==> src/rtl/store_queue_fwd.sv <==
// Store data queue: in-order allocate/commit/drain toward the cache controller,
// with byte-granular store-to-load forwarding on NUM_LD_PORTS lookup ports.
module store_queue_fwd #(
    parameter int  XLEN         = 32,
    parameter int  ADDR_W       = 32,
    parameter int  DEPTH        = 8,
    parameter int  NUM_LD_PORTS = 2,
    localparam int IDX_W        = $clog2(DEPTH),
    localparam int PTR_W        = IDX_W + 1,
    localparam int NB           = XLEN / 8,
    localparam int LANE_W       = $clog2(NB)
) (
    input  logic                           clk_i,
    input  logic                           rst_i,
    input  logic                           flush_i,
    input  logic                           disp_vld_i,
    output logic [PTR_W-1:0]               sdq_alloc_idx_o,
    output logic                           sdq_full_o,
    output logic [IDX_W:0]                 sdq_count_o,
    input  logic                           exec_vld_i,
    input  logic [IDX_W-1:0]               exec_idx_i,
    input  logic [ADDR_W-1:0]              exec_addr_i,
    input  logic [XLEN-1:0]                exec_data_i,
    input  logic [1:0]                     exec_size_i,
    input  logic                           cmit_vld_i,
    output logic                           issue_vld_o,
    input  logic                           issue_rdy_i,
    output logic [ADDR_W-1:0]              issue_addr_o,
    output logic [XLEN-1:0]                issue_data_o,
    output logic [NB-1:0]                  issue_be_o,
    input  logic [NUM_LD_PORTS-1:0]        ld_vld_i,
    input  logic [NUM_LD_PORTS*ADDR_W-1:0] ld_addr_i,
    input  logic [NUM_LD_PORTS*2-1:0]      ld_size_i,
    input  logic [NUM_LD_PORTS*PTR_W-1:0]  ld_sdq_marker_i,
    output logic [NUM_LD_PORTS-1:0]        ld_hit_o,
    output logic [NUM_LD_PORTS-1:0]        ld_stall_o,
    output logic [NUM_LD_PORTS*XLEN-1:0]   ld_data_o
);

    function automatic logic [NB-1:0] size_mask(input logic [1:0] size);
        logic [NB-1:0] m;
        m = '0;
        for (int b = 0; b < NB; b++) begin
            m[b] = (b < (1 << size));
        end
        return m;
    endfunction

    function automatic logic [XLEN-1:0] byte_expand(input logic [NB-1:0] m);
        logic [XLEN-1:0] r;
        r = '0;
        for (int b = 0; b < NB; b++) begin
            r[8*b +: 8] = {8{m[b]}};
        end
        return r;
    endfunction

    logic [PTR_W-1:0]  head_q, head_d, cmt_q, cmt_d, tail_q, tail_d;
    logic [DEPTH-1:0]  valid_q, valid_d, avld_q, avld_d, cmtd_q, cmtd_d;
    logic [ADDR_W-1:0] addr_q [DEPTH];
    logic [XLEN-1:0]   data_q [DEPTH];
    logic [NB-1:0]     mask_q [DEPTH];

    logic [IDX_W-1:0]  head_idx, cmt_idx, tail_idx;
    logic [PTR_W-1:0]  count;
    logic              full;
    logic              disp_fire, exec_fire, cmit_fire, issue_fire;
    logic [LANE_W-1:0] exec_lane;

    assign head_idx  = head_q[IDX_W-1:0];
    assign cmt_idx   = cmt_q[IDX_W-1:0];
    assign tail_idx  = tail_q[IDX_W-1:0];
    assign count     = tail_q - head_q;
    assign full      = (count == PTR_W'(DEPTH));
    assign exec_lane = exec_addr_i[LANE_W-1:0];

    assign sdq_alloc_idx_o = tail_q;
    assign sdq_full_o      = full;
    assign sdq_count_o     = count;

    assign issue_vld_o  = valid_q[head_idx] & cmtd_q[head_idx] & avld_q[head_idx];
    assign issue_addr_o = addr_q[head_idx];
    assign issue_data_o = data_q[head_idx];
    assign issue_be_o   = mask_q[head_idx];

    assign disp_fire  = disp_vld_i & ~full & ~flush_i;
    assign exec_fire  = exec_vld_i & valid_q[exec_idx_i];
    assign cmit_fire  = cmit_vld_i & (cmt_q != tail_q);
    assign issue_fire = issue_vld_o & issue_rdy_i;

    always_comb begin
        head_d  = head_q;
        cmt_d   = cmt_q;
        tail_d  = tail_q;
        valid_d = valid_q;
        avld_d  = avld_q;
        cmtd_d  = cmtd_q;
        if (disp_fire) begin
            valid_d[tail_idx] = 1'b1;
            avld_d[tail_idx]  = 1'b0;
            cmtd_d[tail_idx]  = 1'b0;
            tail_d            = tail_q + PTR_W'(1);
        end
        if (exec_fire) begin
            avld_d[exec_idx_i] = 1'b1;
        end
        if (cmit_fire) begin
            cmtd_d[cmt_idx] = 1'b1;
            cmt_d           = cmt_q + PTR_W'(1);
        end
        if (issue_fire) begin
            valid_d[head_idx] = 1'b0;
            avld_d[head_idx]  = 1'b0;
            cmtd_d[head_idx]  = 1'b0;
            head_d            = head_q + PTR_W'(1);
        end
        // Flush sees the post-commit view, so a same-cycle commit survives.
        if (flush_i) begin
            tail_d = cmt_d;
            for (int i = 0; i < DEPTH; i++) begin
                if (!cmtd_d[i]) begin
                    valid_d[i] = 1'b0;
                    avld_d[i]  = 1'b0;
                end
            end
        end
    end

    always_ff @(posedge clk_i or negedge rst_i) begin
        if (!rst_i) begin
            head_q  <= '0;
            cmt_q   <= '0;
            tail_q  <= '0;
            valid_q <= '0;
            avld_q  <= '0;
            cmtd_q  <= '0;
        end else begin
            head_q  <= head_d;
            cmt_q   <= cmt_d;
            tail_q  <= tail_d;
            valid_q <= valid_d;
            avld_q  <= avld_d;
            cmtd_q  <= cmtd_d;
        end
    end

    // Payload storage carries no reset; it is only observed behind addr_vld.
    always_ff @(posedge clk_i) begin
        if (exec_fire) begin
            addr_q[exec_idx_i] <= exec_addr_i;
            data_q[exec_idx_i] <= exec_data_i << {exec_lane, 3'b000};
            mask_q[exec_idx_i] <= size_mask(exec_size_i) << exec_lane;
        end
    end

    always_comb begin
        logic [PTR_W-1:0]  marker;
        logic [PTR_W-1:0]  span;
        logic [ADDR_W-1:0] laddr;
        logic [1:0]        lsize;
        logic [NB-1:0]     lmask;
        logic [NB-1:0]     fmask;
        logic [XLEN-1:0]   fdata;
        logic [IDX_W-1:0]  idx;
        logic              unres;
        logic              found;
        ld_hit_o   = '0;
        ld_stall_o = '0;
        ld_data_o  = '0;
        for (int p = 0; p < NUM_LD_PORTS; p++) begin
            marker = ld_sdq_marker_i[p*PTR_W +: PTR_W];
            span   = marker - head_q;
            laddr  = ld_addr_i[p*ADDR_W +: ADDR_W];
            lsize  = ld_size_i[p*2 +: 2];
            lmask  = size_mask(lsize) << laddr[LANE_W-1:0];
            unres  = 1'b0;
            found  = 1'b0;
            fmask  = '0;
            fdata  = '0;
            // Walk oldest to youngest so the last match is the youngest store.
            for (int k = 0; k < DEPTH; k++) begin
                idx = head_idx + IDX_W'(k);
                if (valid_q[idx] && (PTR_W'(k) < span) && (span <= PTR_W'(DEPTH))) begin
                    if (!avld_q[idx]) begin
                        unres = 1'b1;
                    end else if ((addr_q[idx][ADDR_W-1:LANE_W] == laddr[ADDR_W-1:LANE_W]) &&
                                 ((mask_q[idx] & lmask) != '0)) begin
                        found = 1'b1;
                        fmask = mask_q[idx];
                        fdata = data_q[idx];
                    end
                end
            end
            if (ld_vld_i[p]) begin
                if (unres) begin
                    ld_stall_o[p] = 1'b1;
                end else if (found) begin
                    if ((fmask & lmask) == lmask) begin
                        ld_hit_o[p] = 1'b1;
                        ld_data_o[p*XLEN +: XLEN] = (fdata >> {laddr[LANE_W-1:0], 3'b000}) &
                                                    byte_expand(size_mask(lsize));
                    end else begin
                        ld_stall_o[p] = 1'b1;
                    end
                end
            end
        end
    end

    a_cmit_needs_addr: assert property (@(posedge clk_i) disable iff (!rst_i)
        cmit_fire |-> avld_q[cmt_idx]);

endmodule

==> config.mk <==
export PLATFORM = sky130hd
export DESIGN_NAME = store_queue_fwd
export DESIGN_NICKNAME = d
export VERILOG_FILES = /design/src/rtl/store_queue_fwd.sv
export SDC_FILE = /design/constraint.sdc
export NUM_CORES = 2
export LEC_CHECK = 0
export BUFFER_PORTS_ARGS = -buffer_cell sky130_fd_sc_hd__buf_2
export CAP_MARGIN = 30
export CORE_ASPECT_RATIO = 1.75
export CORE_MARGIN = 2
export CORE_UTILIZATION = 26
export DETAILED_ROUTE_END_ITERATION = 10
export PLACE_DENSITY_LB_ADDON = 0.3
export RECOVER_POWER = 100
export SLEW_MARGIN = 20
export SYNTH_ARGS = -nofsm -noshare
export SYNTH_HDL_FRONTEND = slang
export SYNTH_SLANG_ARGS = --single-unit
==> constraint.sdc <==
create_clock -name clk_i -period 8.4 [get_ports clk_i]
set_input_delay 0.42 -clock clk_i [delete_from_list [all_inputs] [get_ports clk_i]]
set_output_delay 0.42 -clock clk_i [all_outputs]
set_load 0.02 [all_outputs]
==> qor.yml <==
status: "finished, violations left"
violations: "max-capacitance violations, max-slew violations"
grt_overflow_total: 0
synth-seq-cells: 580
cp-startpoint: "head_q[0]"
io_pins: 300
dr.first_iter.drc_count: 7735
grt_start_max_net_pins: 111
cts_sinks: 580
finalCritPeriodShare_pct: 99.6
syn_to_final_growth_pct: 15.5
setup-tns-final_ns: 0
fin_crit_ns: 8.37
reg2reg_to: "addr_q[7][12]"
cts_root_buf: "clkbuf_16"
cts.path.max_buffers: 3
rsz0062_at_grt: "false"
start_util_pct: 26.1
clk_pin_slew_ns: 0.06
crit_path_end: "ld_data_o[46]"
postSynth.asyncResetShare_pct: 6.21
tightestPinTransition_ns: 8.35
top_layer: "met5"
synth-edff-count: 544
synth_seq_area_share_pct: 27.7
critPathCaptureType: "output pin"
htreeDepth: 3
cts_buffers: 69
insertion_delay_ns: 0.74
wl_met2_mm: 219
dp_hpwl_mm: 366
wl_per_cell_um: 49.2
clock_skew_ns: 0.0535
cts_tree: "yes"
drtPass1Iterations: 8
core_um2: 238000
timing.hold.ws_ns: 0.112
drt.antenna.violating_nets: 0
critPathKind: "register to output pin"
gp_congestion: 1.12
ys_warn_count: 0
ys.flop_type: "edfxtp_1"
p_leak_uw: 0.0257
max_freq_mhz: 120
grt_pass1_vias: 59700
synth_area_um2: 62200
worstPathMaxFanout: 19
arrival_ns: 7.95
grt_usage_pct: 37.2
slew_headroom_pct: -457
peakVddDrop_v: 0.000161
nets: 6414
required_ns: 7.98
reg2reg_depth: 9
rows: 237
grt_first_pass_wirelength_mm: 599
drive_gt1_share_pct: 27.5
vias: 61800
min_path_type: "input port to register"
layout_setup_ws_ns: 0.0319
drc: 0
io_buffers: 299
die_w_um: 374
synth_fp_nets: 5997
synth_area_per_cell_um2: 10.7
maxCapViolations: 19
wl_met1_mm: 142
cp-start-kind: "register"
maxSlewViolCount: 823
ys_types: 131
hold_viol_final: 0
r2r-start: "valid_q[1]"
wirelength_mm: 464
antenna_found_initial: 37
pre_cts_ws_ns: 0.665
r2r_setup_slack_ns: 0.24
vias_per_cell: 6.55
die_h_um: 651
dr_wl_met3_mm: 33.9
die-area_um2: 243000
finalSetupViolCount: 0
syn_inst: 5823
post-route-util_pct: 30.2
power.density_nw_per_um2: 281
-- cell type report --
class | count | area, um^2
Fill cell | 24800 | 166000
Clock buffer | 77 | 1800
Inverter | 149 | 567
Tap cell | 3107 | 3890
Clock inverter | 45 | 571
Sequential cell | 580 | 17200
Antenna cell | 31 | 77.6
Timing Repair Buffer | 830 | 5850
Multi-Input combinational cell | 4610 | 41800
-- sequential cells by signal, summed over array words and instances, names as in the netlist --
register	flops
addr_q	256
mask_q	32
valid_q	8
sdq_alloc_idx_o	4
cmtd_q	8
head_q	4
avld_q	8
cmt_q	4
data_q	256
-- placed cells by master (no fill, tap or decap), drive strengths merged, types with 146 or more instances in the layout --
master and n:
inv 146, a21oi 190, xnor2 333, nand3 146, clkbuf 225, nor2 248
buf 665, nand2 627, mux2i 522, mux2 190, o21ai 207, edfxtp 544
mux4 558
-- worst max-delay path: stages (launching register included) --
cell	delay, ns
dfrtp_4	0.64
inv_6	0.05
ha_4	0.48
buf_4	0.35
mux4_2	0.66
o221ai_1	0.62
o221ai_1	0.35
o21a_1	0.45
o2111ai_1	0.43
or4b_4	0.77
nor2_4	0.39
nor3_2	0.09
a221o_1	0.39
a22oi_1	0.40
nand4_4	0.17
buf_6	0.22
a211oi_1	0.46
clkbuf_2	0.27
-- metal layers --
metal | track usage (%) | vias to the layer above
li1 | - | 24100
met1 | 35.1 | 31200
met2 | 62.3 | 4637
met3 | 8.46 | 1784
met4 | 43.3 | 10
met5 | 0.199 | -
-- worst min-delay path by stage --
stage                          startpoint            end  slack [ns]  cells past startpoint
after floorplan                     rst_i      avld_q[0]        0.12                      0
after global routing      exec_addr_i[29]  addr_q[6][29]        0.12                      1
after detailed placement         cmt_q[3]       cmt_q[3]        0.50                      1
after global placement           cmt_q[3]       cmt_q[3]        0.51                      1
final                      exec_addr_i[4]   addr_q[3][4]        0.11                      1
after CTS                 exec_addr_i[22]  addr_q[5][22]      0.0007                      1
-- power breakdown --
group	switching, uW	total, uW	internal, uW
combinational	9290	13400	4140
sequential	173	3480	3310
clock	1460	3270	1820
total	10900	20200	9270
-- Yosys cell counts, types with 49 or more instances --
master / instances / share of area (%)
nand2_1: 626 / 3.8
nor4_1: 55 / 0.55
nand2b_1: 50 / 0.50
buf_6: 59 / 1.1
xnor2_1: 331 / 4.7
mux2_2: 187 / 3.4
buf_1: 59 / 0.36
a21oi_1: 188 / 1.5
nand4_1: 91 / 0.92
mux2i_1: 506 / 8.1
buf_4: 61 / 0.74
o221ai_1: 49 / 0.69
mux4_2: 541 / 20
o22ai_1: 121 / 1.2
buf_2: 121 / 0.97
a22oi_1: 118 / 1.4
nor2_1: 245 / 1.5
clkbuf_1: 162 / 0.98
nand3_1: 144 / 1.2
o21ai_0: 185 / 1.5
xor2_1: 54 / 0.76
nor3_1: 124 / 1.0
inv_1: 130 / 0.79
edfxtp_1: 544 / 26
-- stage by stage --
stage / cells / power (uW) / cell area, um^2
after floorplan: 5823 / 10500 / 62200
after global placement: 9222 / 16300 / 69100
after detailed placement: 9236 / 16300 / 69300
after CTS: 9375 / 19600 / 71800
after global routing: 9404 / 20300 / 71700
final: 9429 / 20200 / 71800
-- repair_timing --
item	4_1_cts	5_1_grt
pin swaps	0	1
buffers inserted	0	3
cloned	0	0
resized for setup	1	4
endpoints found under the setup margin	3	6
hold endpoints to repair	156	0
hold buffers	17	0
-- cells by family (layout without fill, tap and decap cells) --
group,Yosys count,count (layout),share of synthesized area [%]
and+or+nand+nor,1700,1700,14.1
muxes,1270,1270,32.3
AOI/OAI and AO/OA,1231,1231,14.3
buffers and inverters,633,1101,5.59
DFF,580,580,27.7
xor gates and xnor gates,389,389,5.54
adders and majority gates,20,20,0.439
other,0,31,0
No activity file was read; power rests on OpenSTA's default activity.
